## src/rtl/mc_pkg.sv

```systemverilog
// mc_pkg: shared definitions for the multicycle MIPS-subset core.
//   - opcode / funct encodings of the supported instructions
//   - FSM state enum (state_t) and ALU operation enum (alu_op_t)
//   - helpers that classify and translate R-type funct fields
package mc_pkg;

    localparam logic [5:0] OP_RTYPE = 6'b000000;
    localparam logic [5:0] OP_LW    = 6'b100011;
    localparam logic [5:0] OP_SW    = 6'b101011;
    localparam logic [5:0] OP_BEQ   = 6'b000100;
    localparam logic [5:0] OP_J     = 6'b000010;
    localparam logic [5:0] OP_ADDI  = 6'b001000;

    localparam logic [5:0] FN_ADD = 6'b100000;
    localparam logic [5:0] FN_SUB = 6'b100010;
    localparam logic [5:0] FN_AND = 6'b100100;
    localparam logic [5:0] FN_OR  = 6'b100101;
    localparam logic [5:0] FN_SLT = 6'b101010;

    typedef enum logic [3:0] {
        FETCH, DECODE, MEM_ADDR, MEM_RD, MEM_WB, MEM_WR,
        EXEC, ALU_WB, BRANCH, JUMP, TRAP
    } state_t;

    typedef enum logic [2:0] {
        ALU_ADD, ALU_SUB, ALU_AND, ALU_OR, ALU_SLT
    } alu_op_t;

    function automatic logic funct_legal(input logic [5:0] funct);
        return (funct == FN_ADD) || (funct == FN_SUB) || (funct == FN_AND) ||
               (funct == FN_OR)  || (funct == FN_SLT);
    endfunction

    function automatic alu_op_t funct_to_op(input logic [5:0] funct);
        case (funct)
            FN_SUB:  return ALU_SUB;
            FN_AND:  return ALU_AND;
            FN_OR:   return ALU_OR;
            FN_SLT:  return ALU_SLT;
            default: return ALU_ADD;
        endcase
    endfunction

endpackage

```

## src/rtl/mc_alu.sv

```systemverilog
// mc_alu: combinational 32-bit ALU of the multicycle core.
// Ports:
//   a, b    in   32  operands
//   op      in       operation (add, sub, and, or, signed slt)
//   result  out  32  wrap-around result
//   zero    out   1  result == 0 (used for the beq compare)
module mc_alu
    import mc_pkg::*;
(
    input  logic [31:0] a,
    input  logic [31:0] b,
    input  alu_op_t     op,
    output logic [31:0] result,
    output logic        zero
);

    always_comb begin
        result = '0;
        case (op)
            ALU_ADD: result = a + b;
            ALU_SUB: result = a - b;
            ALU_AND: result = a & b;
            ALU_OR:  result = a | b;
            ALU_SLT: result = {31'b0, $signed(a) < $signed(b)};
            default: result = '0;
        endcase
    end

    assign zero = (result == '0);

endmodule

```

## src/rtl/multicycle_core.sv

```systemverilog
// multicycle_core: self-sequencing multicycle MIPS-subset core with a unified
// word memory port. Holds PC, IR, A, B, MDR, ALUOut and the register file.
// Ports:
//   clk, reset (async, active low)
//   mem_req/mem_we/mem_addr/mem_wdata  out  memory request
//   mem_rdata/mem_ready                in   memory response
//   alu_out      out  ALUOut register
//   trap         out  illegal instruction decoded (terminal until reset)
//   cycle_count, instr_count  out  performance counters
//   dbg_state    out  current FSM state
// Build option: MC_PERF_CNT_EN enables the counters; otherwise they read 0.
module multicycle_core
    import mc_pkg::*;
#(
    parameter int unsigned ADDR_SIZE = 32,
    parameter logic [31:0] RESET_PC  = 32'h0
) (
    input  logic                 clk,
    input  logic                 reset,
    output logic                 mem_req,
    output logic                 mem_we,
    output logic [ADDR_SIZE-1:0] mem_addr,
    output logic [31:0]          mem_wdata,
    input  logic [31:0]          mem_rdata,
    input  logic                 mem_ready,
    output logic [31:0]          alu_out,
    output logic                 trap,
    output logic [31:0]          cycle_count,
    output logic [31:0]          instr_count,
    output logic [3:0]           dbg_state
);

    localparam logic [ADDR_SIZE-1:0] PC_STEP   = ADDR_SIZE'(4);
    localparam logic [ADDR_SIZE-1:0] WORD_MASK = ~ADDR_SIZE'(3);

    state_t               state, next_state;
    logic [ADDR_SIZE-1:0] pc;
    logic [31:0]          ir, a_q, b_q, mdr, alu_out_q;
    logic [31:0]          rf [32];

    logic [5:0]  opcode, funct;
    logic [4:0]  rs, rt, rd;
    logic [31:0] imm_sext, pc32, jump_target, rs_val, rt_val;

    assign opcode      = ir[31:26];
    assign rs          = ir[25:21];
    assign rt          = ir[20:16];
    assign rd          = ir[15:11];
    assign funct       = ir[5:0];
    assign imm_sext    = {{16{ir[15]}}, ir[15:0]};
    assign pc32        = 32'(pc);
    assign jump_target = {pc32[31:28], ir[25:0], 2'b00};
    assign rs_val      = (rs == 5'd0) ? 32'h0 : rf[rs];
    assign rt_val      = (rt == 5'd0) ? 32'h0 : rf[rt];

    logic [31:0] alu_a, alu_b, alu_result;
    alu_op_t     alu_op;
    logic        alu_zero;

    mc_alu u_alu (
        .a      (alu_a),
        .b      (alu_b),
        .op     (alu_op),
        .result (alu_result),
        .zero   (alu_zero)
    );

    logic        rf_we;
    logic [4:0]  rf_waddr;
    logic [31:0] rf_wdata;

    always_comb begin
        next_state = state;
        alu_a      = a_q;
        alu_b      = b_q;
        alu_op     = ALU_ADD;
        rf_we      = 1'b0;
        rf_waddr   = rt;
        rf_wdata   = alu_out_q;
        case (state)
            FETCH:  if (mem_ready) next_state = DECODE;
            DECODE: begin
                // Branch target is computed speculatively while decoding.
                alu_a = pc32;
                alu_b = {imm_sext[29:0], 2'b00};
                case (opcode)
                    OP_LW, OP_SW: next_state = MEM_ADDR;
                    OP_ADDI:      next_state = EXEC;
                    OP_RTYPE:     next_state = funct_legal(funct) ? EXEC : TRAP;
                    OP_BEQ:       next_state = BRANCH;
                    OP_J:         next_state = JUMP;
                    default:      next_state = TRAP;
                endcase
            end
            MEM_ADDR: begin
                alu_b      = imm_sext;
                next_state = (opcode == OP_LW) ? MEM_RD : MEM_WR;
            end
            MEM_RD: if (mem_ready) next_state = MEM_WB;
            MEM_WB: begin
                rf_wdata   = mdr;
                rf_we      = (rt != 5'd0);
                next_state = FETCH;
            end
            MEM_WR: if (mem_ready) next_state = FETCH;
            EXEC: begin
                if (opcode == OP_RTYPE) alu_op = funct_to_op(funct);
                else                    alu_b  = imm_sext;
                next_state = ALU_WB;
            end
            ALU_WB: begin
                rf_waddr   = (opcode == OP_RTYPE) ? rd : rt;
                rf_we      = (rf_waddr != 5'd0);
                next_state = FETCH;
            end
            BRANCH: begin
                alu_op     = ALU_SUB;
                next_state = FETCH;
            end
            JUMP:    next_state = FETCH;
            TRAP:    next_state = TRAP;
            default: next_state = FETCH;
        endcase
    end

    always_ff @(posedge clk or negedge reset) begin
        if (!reset) begin
            state     <= FETCH;
            pc        <= RESET_PC[ADDR_SIZE-1:0];
            ir        <= '0;
            a_q       <= '0;
            b_q       <= '0;
            mdr       <= '0;
            alu_out_q <= '0;
        end else begin
            state <= next_state;
            case (state)
                FETCH: if (mem_ready) begin
                    ir <= mem_rdata;
                    pc <= pc + PC_STEP;
                end
                DECODE: begin
                    a_q       <= rs_val;
                    b_q       <= rt_val;
                    alu_out_q <= alu_result;
                end
                MEM_ADDR, EXEC: alu_out_q <= alu_result;
                MEM_RD: if (mem_ready) mdr <= mem_rdata;
                BRANCH: if (alu_zero) pc <= alu_out_q[ADDR_SIZE-1:0];
                JUMP:   pc <= jump_target[ADDR_SIZE-1:0];
                default: ;
            endcase
        end
    end

    always_ff @(posedge clk) begin
        if (rf_we) rf[rf_waddr] <= rf_wdata;
    end

    // Memory handshake: a request is presented while mem_req=1 and completes
    // on the rising edge where mem_ready=1; until then state, PC, ALUOut and B
    // are frozen, so address, direction and write data stay stable. mem_ready
    // outside a request is ignored. The outputs are gated by reset so that an
    // access in flight is dropped the instant reset asserts.
    logic                 req_state;
    logic [ADDR_SIZE-1:0] addr_raw;

    assign req_state = (state == FETCH) || (state == MEM_RD) || (state == MEM_WR);
    assign addr_raw  = (state == FETCH) ? pc : alu_out_q[ADDR_SIZE-1:0];
    assign mem_req   = reset && req_state;
    assign mem_we    = reset && (state == MEM_WR);
    assign mem_addr  = (reset && req_state) ? (addr_raw & WORD_MASK) : '0;
    assign mem_wdata = (reset && (state == MEM_WR)) ? b_q : '0;

    assign alu_out   = alu_out_q;
    assign trap      = (state == TRAP);
    assign dbg_state = state;

`ifdef MC_PERF_CNT_EN
    logic [31:0] cycle_q, instr_q;

    // An instruction retires whenever the FSM re-enters FETCH.
    always_ff @(posedge clk or negedge reset) begin
        if (!reset) begin
            cycle_q <= '0;
            instr_q <= '0;
        end else begin
            cycle_q <= cycle_q + 32'd1;
            if ((next_state == FETCH) && (state != FETCH)) instr_q <= instr_q + 32'd1;
        end
    end

    assign cycle_count = cycle_q;
    assign instr_count = instr_q;
`else
    assign cycle_count = '0;
    assign instr_count = '0;
`endif

endmodule

```

## config.mk

```make
export PLATFORM = sky130hd
export DESIGN_NAME = multicycle_core
export DESIGN_NICKNAME = d
export VERILOG_FILES = /design/src/rtl/mc_pkg.sv /design/src/rtl/mc_alu.sv /design/src/rtl/multicycle_core.sv
export SDC_FILE = /design/constraint.sdc
export NUM_CORES = 2
export LEC_CHECK = 0
export CORE_AREA = 2 2 393 239
export CTS_BUF_LIST = sky130_fd_sc_hd__clkbuf_4
export DETAILED_ROUTE_END_ITERATION = 8
export DIE_AREA = 0 0 395 241
export PLACE_DENSITY = 0.92
export SLEW_MARGIN = 40
export SYNTH_ARGS = -nofsm -noshare
export SYNTH_HDL_FRONTEND = slang
export SYNTH_SLANG_ARGS = --single-unit
```

## constraint.sdc

```tcl
create_clock -name clk -period 9.6 [get_ports clk]
set_input_delay 2.88 -clock clk [delete_from_list [all_inputs] [get_ports clk]]
set_output_delay 2.88 -clock clk [all_outputs]
set_load 0.05 [all_outputs]
```

==> flow_summary_export.csv <==
group,metric,value,unit
clock_network,cts_hold_buf,0,
global_route,grt_max_degree,144,
timing,fin_crit_sh,89.6,%
floorplan,io_pins,202,
global_route,antenna_found_initial,3,
detailed_routing,firstDrtPassIters,9,
detailed_routing,detail_route.wl_per_cell,38.1,um
timing,hold_viol,0,
detailed_routing,wl,218,mm
synth,syn_area,0.0629,mm^2
synth,yosysWarningCount,0,
power_and_ir_drop,swShare,45.8,%
power_and_ir_drop,leakage,23.8,nW
power_and_ir_drop,vdd_drop_max,0.000298,V
synth,yosys.cell_types.count,95,
floorplan,core_area,0.0914,mm^2
clock_network,clkTransAtPathRegs,0.07,ns
placement,port_buffers,135,
placement,dp_slack,1.46,ns
synth,synth_area_leaders,"edfxtp_1 (49%), mux4_2 (23%), dfrtp_1 (7.8%)",
global_route,grt.overflow.total,0,
timing,rsz0062_at_grt,"false",
placement,dp_hpwl,139,mm
setup_path,critPathBufInv,3,
clock_network,cts-buffers-inserted,298,
setup_path,crit_type,"reg2reg",
clock_network,clkLatencyLatePin,1.29,ns
timing,setup_viol,0,
power_and_ir_drop,clockPowerShare,16.2,%
synth,synth_top_area_cell,"edfxtp_1",
timing,finalSetupTns,0,ns
setup_path,crit_family,"compound AO/OA/AOI/OAI gates",
setup_path,worstPathRequired,10.71,ns
timing,finClkSkew,0.0797,ns
global_route,grt_pass1_vias,43900,
power_and_ir_drop,p_int,14.6,mW
flow_run,cap_viol_max_count,0,
global_route,grt_pass1_wl,308,mm
synth,async_reset_ff_share,16.1,%
worst_hold_path,hold_path.class,"reg2reg",
synth,synth_seq_cells,1220,
clock_network,cts_tree,"yes",
cells_and_area,drive_gt1_share,30.7,%
synth,synthFlopType,"edfxtp_1",
run_status,outcome,"finished with violations",
clock_network,cts-root-buf,"clkbuf_4",
setup_path,start_kind,"flip-flop",
setup_path,worstPathCellList,"buf_4 > nor2b_1 > nand2_1 > a21oi_4 > nand2_1 > a222oi_1 > inv_1 > ha_1 > inv_1 > a221oi_1 > a21oi_1 > or3_1 > a311oi_1 > mux2i_1 > a211o_1 > a211oi_1 > nand4_1 > and4bb_1 > and3_4 > or2b_1 > mux2_1",
cells_and_area,area_growth,10.8,%
floorplan,start_util,68.8,%
timing,fmax,0.116,GHz
detailed_routing,drt-initial-drc-count,8401,
setup_path,reg2reg_from,"dbg_state[1]",
detailed_routing,vias,44800,
synth,postSynthAreaPerCell,15.7,um^2
cells_and_area,fin_nets,4432,
detailed_routing,avgViaCountPerCell,7.81,
setup_path,critPathSlowestCell,"a222oi_1",
setup_path,cp_max_fo,17,
clock_network,postCtsSetupRepairBufs,0,
worst_hold_path,worst_hold_startpoint,"a_q[20]",
run_status,failed_checks,"DRC",
timing,worst_pin_slew,1.01,ns
setup_path,max_stage_delay,0.83,ns
floorplan,die_area,0.0952,mm^2
power_and_ir_drop,pwr-share-comb,54.1,%
synth,synthCells,4011,
clock_network,cts_sinks,1220,
timing,max-slew-margin-rel,32.4,%
setup_path,arrival,9.72,ns
timing,fin_crit,8.60,ns
clock_network,cts_max_path_buffers,4,
detailed_routing,drc_errors,131,
global_route,grt_usage,46.3,%
synth,synth-edff-count,1024,
power_and_ir_drop,powerDensity,386,mW/mm^2
detailed_routing,ant_nets,0,
setup_path,critPathLaunch,"dbg_state[1]",
floorplan,die_w,395,um
timing,finalWorstSetupSlack,0.997,ns
floorplan,die_h,241,um
power_and_ir_drop,seq_power_share,29.6,%
timing,maxSlewViolCount,0,
synth,seq_area_frac_synth,56.7,%
setup_path,endpoint_kind,"flip-flop",
floorplan,rows,86,
synth,synthDominantCellAreaShare,48.9,%
placement,place.gp.congestion,1.05,
clock_network,post_cts_resized,0,
power_and_ir_drop,switchingPower,12.3,mW
clock_network,htree_levels,5,
Yosys cell counts (all sizes together) (13+ instances only):
library cell,count
edfxtp,1024
mux4,640
nand2,393
dfrtp,196
clkbuf,195
o21ai,166
a21oi,159
buf,158
nor2,158
inv,110
ha,98
mux2i,77
mux2,75
nand3,45
and2,44
nor3,41
o21a,26
nor4,24
a222oi,22
a211oi,21
a2bb2oi,20
o31ai,19
a31oi,18
nand4,18
nand2b,14
and3,13
nor2b,13
power by group through the flow:
stage | Combinational [mW] | Sequential, mW | Clock, mW
global placement | 13.1 | 8.00 | 0
CTS | 13.7 | 7.92 | 4.34
floorplan | 9.23 | 7.67 | 0
finish | 14.5 | 7.97 | 4.36
global route | 14.9 | 7.97 | 4.61
detailed placement | 13.7 | 8.03 | 0
layer usage:
metal	wire, um	part of all wire (%)	up-vias	global-route usage, %
met5	151	0.069	-	0.198
met1	71500	33	21900	61.7
met4	14300	6.5	10	25.6
met2	94100	43	5021	65.3
met3	38400	18	1014	19.5
li1	-	-	16800	-
tightest hold or removal path: stages (launching register included):
cell	delay (ns)
dfrtp_1	0.33
nand2_1	0.06
o21ai_0	0.07
placed cells by master (no fill, tap or decap), types with 17 or more instances in the layout:
cell type / n
clkdlybuf4s50_1: 134
dfrtp_1: 186
ha_1: 98
a211oi_1: 20
clkinv_1: 38
o31ai_1: 18
buf_4: 73
nand4_1: 18
edfxtp_1: 1024
nor2_4: 31
mux2_2: 74
nor4_1: 19
a222oi_1: 22
nand3_1: 45
a31oi_1: 17
o21a_1: 25
buf_6: 18
conb_1: 98
inv_1: 110
mux2i_1: 77
a21oi_1: 157
clkbuf_4: 453
and2_1: 43
nor2_1: 126
o21ai_0: 151
nand2_1: 389
nor3_1: 35
mux4_2: 640
cells by family (layout without fill, tap and decap cells):
family / after synthesis / count (layout) / share of synthesized area [%]
simple gates: 808 / 808 / 5.81
flops: 1220 / 1220 / 56.7
buf+inv: 464 / 854 / 3.28
fa+ha+maj: 100 / 100 / 2.01
other cells: 1 / 104 / 0.00597
mux: 792 / 792 / 25.5
xor+xnor: 12 / 12 / 0.167
compound gates: 614 / 614 / 6.50
final timing paths:
path                            to  depth (start not counted)  slack (ns)
min in group asynchronous  a_q[22]                          1        1.61
min                        a_q[20]                          2        0.49
max in group asynchronous   ir[16]                          2        6.82
min reg2reg                a_q[20]                          2        0.49
max reg2reg                 pc[23]                         21         1.0
max                         pc[23]                         21         1.0
flip-flops by register name, summed over array words and instances, names as in the netlist:
register,count
a_q,32
alu_out,32
b_q,32
dbg_state,4
ir,32
mdr,32
pc,32
rf,1024
through the flow:
step / total power, mW / cells / utilization, % / hold WS (ns) / area [um^2]
finish: 26.9 / 5736 / 76.3 / 0.487 / 69700
global route: 27.5 / 5731 / 76.2 / 0.518 / 69600
CTS: 26.0 / 5726 / 76.1 / 0.490 / 69500
detailed placement: 21.7 / 5225 / 72.1 / 0.474 / 65800
global placement: 21.1 / 5217 / 71.8 / 0.460 / 65600
floorplan: 16.9 / 4108 / - / 0.437 / 63200
cell type report:
cell class,count,area (um^2)
diodes,6,15.0
clock buffers,453,3400
clock inverters,48,240
fillers,5164,21700
inverters,111,417
multi-input cells,2424,25900
flip-flops and latches,1220,35700
well taps,1232,1540
repair buffers,242,2470
(Power assumes the default switching activity.)
